## src/rtl/lut_arb_ctrl.sv

```systemverilog
`default_nettype none
// ---------------------------------------------------------------------------
// lut_arb_ctrl : table lookup shared by two requesters through a round-robin
//                arbiter with a one-deep response slot.   Rev 1.0
// ---------------------------------------------------------------------------
module lut_arb_ctrl #(
  parameter int N = 1,
  parameter int W = 2,
  parameter int E = 2
) (
  input  logic             CLK,
  input  logic             ASYNCRESETN,
  input  logic             cfg_valid,
  output logic             cfg_ready,
  input  logic [N-1:0]     cfg_addr,
  input  logic [E*W-1:0]   cfg_data,
  input  logic             req0_valid,
  output logic             req0_ready,
  input  logic [N-1:0]     req0_idx,
  input  logic             req1_valid,
  output logic             req1_ready,
  input  logic [N-1:0]     req1_idx,
  output logic             rsp_valid,
  input  logic             rsp_ready,
  output logic             rsp_id,
  output logic [E*W-1:0]   rsp_data,
  output logic             busy
);

  localparam int DEPTH = 2 ** N;
  localparam int DW    = E * W;

  typedef enum logic [0:0] {
    S_IDLE = 1'b0,
    S_RESP = 1'b1
  } state_t;

  state_t          r_state;
  state_t          w_state_nxt;
  logic            r_last;
  logic            r_rsp_id;
  logic [DW-1:0]   r_rsp_data;
  logic [DW-1:0]   r_table [DEPTH];

  logic            w_slot_free;
  logic            w_cfg_acc;
  logic            w_lk_open;
  logic            w_lk_acc;
  logic            w_win;
  logic [N-1:0]    w_win_idx;

  // Readies are gated by the reset input so they drop without a clock edge.
  always_comb begin
    w_slot_free = 1'b0;
    w_cfg_acc   = 1'b0;
    w_lk_open   = 1'b0;
    w_lk_acc    = 1'b0;
    w_win       = 1'b0;
    w_win_idx   = req0_idx;
    w_state_nxt = r_state;
    cfg_ready   = 1'b0;
    req0_ready  = 1'b0;
    req1_ready  = 1'b0;

    w_slot_free = (r_state == S_IDLE) || rsp_ready;
    w_cfg_acc   = ASYNCRESETN && cfg_valid && w_slot_free;
    w_lk_open   = ASYNCRESETN && w_slot_free && !cfg_valid;

    // On a tie the requester not granted last wins; r_last=1 favours req0.
    if (req0_valid && req1_valid) begin
      w_win = ~r_last;
    end else begin
      w_win = req1_valid;
    end
    w_win_idx = w_win ? req1_idx : req0_idx;
    w_lk_acc  = w_lk_open && (req0_valid || req1_valid);

    cfg_ready  = w_cfg_acc;
    req0_ready = w_lk_acc && !w_win;
    req1_ready = w_lk_acc && w_win;

    case (r_state)
      S_IDLE: begin
        if (w_lk_acc) w_state_nxt = S_RESP;
      end
      S_RESP: begin
        if (w_lk_acc)       w_state_nxt = S_RESP;
        else if (rsp_ready) w_state_nxt = S_IDLE;
      end
      default: w_state_nxt = S_IDLE;
    endcase
  end

  always_ff @(posedge CLK or negedge ASYNCRESETN) begin
    if (!ASYNCRESETN) begin
      r_state <= S_IDLE;
    end else begin
      r_state <= w_state_nxt;
    end
  end

  always_ff @(posedge CLK or negedge ASYNCRESETN) begin
    if (!ASYNCRESETN) begin
      r_last     <= 1'b1;
      r_rsp_id   <= 1'b0;
      r_rsp_data <= '0;
    end else if (w_lk_acc) begin
      r_last     <= w_win;
      r_rsp_id   <= w_win;
      r_rsp_data <= r_table[w_win_idx];
    end
  end

  // No lookup is accepted in a write cycle, so reads never race a write.
  always_ff @(posedge CLK or negedge ASYNCRESETN) begin
    if (!ASYNCRESETN) begin
      for (int i = 0; i < DEPTH; i++) begin
        r_table[i] <= '0;
      end
    end else if (w_cfg_acc) begin
      r_table[cfg_addr] <= cfg_data;
    end
  end

  assign rsp_valid = (r_state == S_RESP);
  assign busy      = rsp_valid;
  assign rsp_id    = r_rsp_id;
  assign rsp_data  = r_rsp_data;

endmodule
`default_nettype wire

```

## config.mk

```make
export PLATFORM = sky130hd
export DESIGN_NAME = lut_arb_ctrl
export DESIGN_NICKNAME = d
export VERILOG_FILES = /design/src/rtl/lut_arb_ctrl.sv
export SDC_FILE = /design/constraint.sdc
export NUM_CORES = 1
export LEC_CHECK = 0
export CAP_MARGIN = 20
export CELL_PAD_IN_SITES_DETAIL_PLACEMENT = 1
export CELL_PAD_IN_SITES_GLOBAL_PLACEMENT = 1
export CORE_UTILIZATION = 31
export CTS_BUF_LIST = sky130_fd_sc_hd__clkbuf_4
export DETAILED_ROUTE_END_ITERATION = 12
export GPL_TIMING_DRIVEN = 0
export PLACE_DENSITY_LB_ADDON = 0.12
export REMOVE_ABC_BUFFERS = 1
export SLEW_MARGIN = 20
export SYNTH_ARGS = -nofsm -noshare
export SYNTH_HDL_FRONTEND = slang
export SYNTH_SLANG_ARGS = --single-unit
export TNS_END_PERCENT = 5
```

## constraint.sdc

```tcl
create_clock -name CLK -period 3 [get_ports CLK]
set_input_delay 0.9 -clock CLK [delete_from_list [all_inputs] [get_ports CLK]]
set_output_delay 0.9 -clock CLK [all_outputs]
set_load 0.01 [all_outputs]
```

==> out/results.txt, run 1 <==
vias per cell - 4.74
diode count - 0
largest net degree at the start of global routing - 20
Core Area - 2280 sq um
Synth Register Bits - 15
layout cells sized above 1 - 0.417
die width - 51.7 um
CTS Sinks - 15
first-pass GRT wire length - 2630 um
clock skew - 0.00493 ns
r2r worst-path depth - 6
DR pass1 iterations - 4
drt wl/cell - 13.9 um
WP data required - 2.10 ns
vias - 531
Crit. path cell count - 6
Crit Reg-Reg Startpoint - busy
I/O pin cnt - 23
Min Clock Period, post-route - 2.93 ns
Die Area - 2680 sq um
Final Wtd Congestion - 0.585
initial antenna violation count - 0
H-tree depth - 1
worst skew pair latency - 0.28 ns
row cnt - 17
Buf+Inv Stages, Crit Path - 3
WL final - 1560 um
VDD IR max - 0.000378 V
Post-Place Cells - 102
critical path class - in -> out
Yosys warnings - 0
RSZ-0062 raised after global routing - no
worst hold endpoint - rsp_data[2]
most common library cell in the layout ignoring fill and taps - clkdlybuf4s50_1
Root Driver - clkbuf_4
cts hold-fix bufs - 0
library cells used by synthesis - 17
number of setup violations in the final report - 0
Slew Limit Headroom - 0.711
clock-pin slew on the worst setup and hold paths - 0.09 ns
Worst-Margin Slew - 0.434 ns
Area Overhead vs Synth - 41.9%
CTS tree - yes
worst r2r dst - rsp_id
status - complete, no violations
Lkg Pwr - 0.507 nW
post-synth design cell area - 767 sq um
total power - 626 uW
fin crit share - 0.978
initial core utilization - 0.337
critical path fanouts, max - 3
dpl hpwl - 1140 um
Num CTS Buffers - 3
Critical-path top delay cell - clkdlybuf4s50_1
Post-Layout Cell Count - 112
critical path startpoint category - input port
Final Hold Fails - 0
Die H - 51.7 um
number of DRC markers in iteration 0 - 4
port bufs - 22
syn avg cell area - 13.9 sq um
DRC violations left - 0
# nets final - 98
Antenna Nets Post-Route - 0
power density over the cells - 575 nW/um^2
Clock Path Buffers - 2
vias in the first global route - 565
reg-to-reg slack, setup - 1.48 ns
Mapped Cells - 55
hold depth - 1
Setup crit end kind - primary output
most frequent cells in the layout - clkdlybuf4s50_1, mux2_2, dfrtp_1, mux2i_1, buf_4
fmax - 341 MHz
Arr. time, crit path - 2.03 ns
Seq/Total Area, Yosys - 0.491
worst hold path class - reg -> reg
max-cap violation count - 0
grt ovf - 0
crit-path cells - clkdlybuf4s50_1 -> nand2b_4 -> nor3b_4 -> buf_4 -> and2_4 -> buf_6
Final Max Tran Viols - 0
crit-path leading delay family - buffers and inverters
Slowest Stage Delay on Critical Path - 0.46 ns
Tot GR Track Use - 0.139
HP Start - rsp_data[2]
[flip-flops by register name, summed over array words and instances, names as in the netlist]
signal	count
r_table	8
r_last	1
rsp_data	4
rsp_id	1
busy	1
[cell families (layout without fill, tap and decap cells)]
| kind of cell | count (synthesis) | count (layout) | share of synthesized area |
|---|---|---|---|
| flops | 15 | 15 | 0.491 |
| mux | 26 | 26 | 0.362 |
| buf+inv | 3 | 32 | 0.0196 |
| compound gates | 2 | 2 | 0.0212 |
| simple gates | 9 | 9 | 0.106 |
[cell type report]
cell class	instances	area, sq um
fillers	253	1190
multi-input cells	37	394
flip-flops and latches	15	377
repair buffers	28	255
well taps	28	35.0
clock buffers	3	22.5
clock inverters	1	5.00
[stage by stage]
step                      hold slack [ns]  setup TNS (ns)  utilization  cell area, sq um  setup slack [ns]
final                               0.515               0        0.478              1090            0.0669
after global routing                0.533               0        0.478              1090           0.00373
after CTS                           0.519               0        0.472              1070            0.0183
after detailed placement            0.497           -2.91        0.443              1010             -1.13
after global placement              0.489           -2.89        0.443              1010             -1.11
after floorplan                     0.502               0            -               752             0.512
[routing by layer]
metal / routed length, um / part of all wire / vias up / global-route usage
met5: 0 / 0 / - / 0
met2: 838 / 0.54 / 16 / 0.247
met1: 665 / 0.43 / 256 / 0.157
met3: 58 / 0.037 / 0 / 0.0351
li1: - / - / 259 / -
met4: 0 / 0 / 0 / 0.0541
[Yosys cell counts]
library cell	n	area [sq um]
and4b_1	1	10.0
nor2_1	1	3.75
mux2_2	14	158
and3_1	1	6.26
nor3b_4	1	18.8
a21boi_2	1	11.3
and2b_2	1	8.76
and2_2	1	7.51
mux2i_1	12	120
clkbuf_1	2	7.51
o21ai_0	1	5.00
nand4_1	1	6.26
nand2b_1	1	6.26
buf_4	1	7.51
dfrtp_1	14	350
dfstp_2	1	26.3
nand2b_4	1	13.8
[where the power goes]
group	switching [mW]	internal, mW	leakage, nW	total, mW
Combinational	0.0746	0.139	0.311	0.214
Sequential	0.0364	0.260	0.178	0.297
Clock	0.0659	0.0494	0.0177	0.115
Total	0.177	0.449	0.507	0.626
[timing repair]
| item | CTS | global route |
|---|---|---|
| pin swaps | 1 | 0 |
| resized for setup | 16 | 5 |
| setup endpoints to repair | 3 | 2 |
| cloned | 0 | 0 |
| endpoints found under the hold margin | 0 | 0 |
| setup buffers | 5 | 1 |
[how the worst max path moves through the flow]
stage	to	startpoint
2_1_floorplan	req1_ready	rsp_ready
3_3_place_gp	req1_ready	ASYNCRESETN
3_5_place_dp	req1_ready	ASYNCRESETN
4_1_cts	req1_ready	rsp_ready
5_1_grt	req1_ready	rsp_ready
6_report	req1_ready	rsp_ready
(Power assumes the default switching activity.)
==> run 2: changes to the inputs <==
--- a/config.mk
+++ b/config.mk
@@ -5,6 +5,7 @@
 export SDC_FILE = /design/constraint.sdc
 export NUM_CORES = 1
 export LEC_CHECK = 0
+export ABC_CLOCK_PERIOD_IN_PS = 3080
 export CAP_MARGIN = 20
 export CELL_PAD_IN_SITES_DETAIL_PLACEMENT = 1
 export CELL_PAD_IN_SITES_GLOBAL_PLACEMENT = 1
==> constraint.sdc (replaced) <==
create_clock -name CLK -period 3.08 [get_ports CLK]
set_input_delay 0.924 -clock CLK [delete_from_list [all_inputs] [get_ports CLK]]
set_output_delay 0.924 -clock CLK [all_outputs]
set_load 0.01 [all_outputs]
==> run 2 against run 1 <==
Against the previous run:
- combinational power shrank 3%
- clock power barely moved
- die area unchanged
- worst setup slack got worse by 0.024 ns
- via count rose by 0.75%
- clock skew is essentially flat
- sequential power down 3%
- core utilization is 0.22 points lower
- first-iteration DRC count unchanged
- global-route usage is the same
- critical path type unchanged
- highest routed layer unchanged
==> out/results.txt, run 2 (same netlist as run 1, synthesis figures left out) <==
Final Max Tran Viols - 0
max-cap violation count - 0
row cnt - 17
CTS tree - yes
layout cells sized above 1 - 0.405
number of DRC markers in iteration 0 - 4
I/O pin cnt - 23
Final Wtd Congestion - 0.585
max reg flops - 8
WP data required - 2.16 ns
worst hold path class - reg -> reg
most frequent cells in the layout - clkdlybuf4s50_1, mux2_2, dfrtp_1, mux2i_1, buf_4
port bufs - 22
Arr. time, crit path - 2.11 ns
vias in the first global route - 565
H-tree depth - 1
dpl ws - -1.10 ns
initial antenna violation count - 0
Reg area - 377 sq um
critical path class - in -> out
status - complete, no violations
Num CTS Buffers - 3
grt ovf - 0
Hold WS - 0.514 ns
Min Clock Period, post-route - 3.04 ns
# fillers - 252
fmax - 329 MHz
power density over the cells - 562 nW/um^2
cts hold-fix bufs - 0
Antenna Nets Post-Route - 0
Final Hold Fails - 0
Lkg Pwr - 0.497 nW
drt wl/cell - 14.0 um
Root Driver - clkbuf_4
CTS Sinks - 15
Critical-path top delay cell - clkdlybuf4s50_1
Die Area - 2680 sq um
DRC violations left - 0
Tot GR Track Use - 0.139
Placed Area - 1010 sq um
most common library cell in the layout ignoring fill and taps - clkdlybuf4s50_1
vias - 535
Area Overhead vs Synth - 41.3%
critical path startpoint category - input port
number of setup violations in the final report - 0
final worst slack - 0.0433 ns
clock-pin slew on the worst setup and hold paths - 0.09 ns
vias per cell - 4.78
area of the multi-input gates - 393 sq um
Die H - 51.7 um
initial core utilization - 0.337
die width - 51.7 um
Clock Path Buffers - 2
register name with the most flops - r_table
Slew Limit Headroom - 0.711
diode count - 0
first-pass GRT wire length - 2630 um
clock skew - 0.00511 ns
crit-path cells - clkdlybuf4s50_1 -> a21boi_4 -> and2b_2 -> clkdlybuf4s15_1
Core Area - 2280 sq um
fin crit share - 0.986
# nets final - 98
worst skew pair latency - 0.28 ns
Worst-Margin Slew - 0.434 ns
total power - 609 uW
Finished Cell Area - 1080 sq um
WL final - 1560 um
critical path fanouts, max - 3
largest net degree at the start of global routing - 20
DR pass1 iterations - 4
Setup crit end kind - primary output
VDD IR max - 0.000368 V
dpl hpwl - 1140 um
Slowest Stage Delay on Critical Path - 0.52 ns
==> run 2: changes by cell type in the layout (fill, tap and decap cells not counted), sizes merged <==
cell	change
dlymetal6s2s	-1
clkbuf	-1
clkdlybuf4s50	+1
clkdlybuf4s15	+1
==> run 2: power by group <==
part,switching (mW),internal (mW)
sequential,0.0354,0.253
combinational,0.0726,0.135
clock,0.0641,0.0481
total,0.172,0.437
==> run 2: repair_timing <==
| action | CTS | global route |
|---|---|---|
| endpoints found under the setup margin | 3 | 2 |
| gates resized for setup | 15 | 2 |
| setup buffers | 5 | 1 |
| pin swaps | 1 | 0 |
==> run 2: through the flow <==
stage               utilization   TNS, ns  cells
floorplan                     -         0     52
global placement          0.443     -2.79    102
detailed placement        0.443     -2.81    102
CTS                       0.471         0    111
global route              0.476  -0.00979    112
finish                    0.476         0    112
==> run 2: cell type report <==
cell class              instances  share of cell area
multi-input cells              37               0.363
flip-flops and latches         15               0.348
repair buffers                 28               0.232
well taps                      28              0.0323
clock buffers                   3              0.0208
clock inverters                 1             0.00462
==> run 2: worst max-delay path, delay by kind of cell <==
kind | cells | cell delay (ns)
AOI/OAI and AO/OA | 1 | 0.22
buffers and inverters | 2 | 0.74
and+or+nand+nor | 1 | 0.23
==> run 2: final timing paths <==
path | cells past startpoint | start | slack [ns] | endpoint
max | 4 | req1_valid | 0.04 | req0_ready
min | 1 | rsp_id | 0.51 | rsp_id
max reg2reg | 6 | busy | 1.56 | rsp_id
min reg2reg | 1 | rsp_id | 0.51 | rsp_id
max in group asynchronous | 1 | ASYNCRESETN | 2.17 | r_last
min in group asynchronous | 1 | ASYNCRESETN | 0.57 | rsp_data[1]
==> run 2: metal layers <==
metal / wire (um) / GRT usage
met4: 0 / 0.0541
met2: 832 / 0.247
met3: 66 / 0.0351
met5: 0 / 0
met1: 665 / 0.157
==> run 3: changes to the inputs <==
--- a/config.mk
+++ b/config.mk
@@ -15,7 +15,7 @@
 export GPL_TIMING_DRIVEN = 0
 export PLACE_DENSITY_LB_ADDON = 0.12
 export REMOVE_ABC_BUFFERS = 1
-export SLEW_MARGIN = 20
+export SLEW_MARGIN = 15
 export SYNTH_ARGS = -nofsm -noshare
 export SYNTH_HDL_FRONTEND = slang
 export SYNTH_SLANG_ARGS = --single-unit
==> results of run 3 <==
The final DEF is identical to that of run 2; final timing and power are the same.
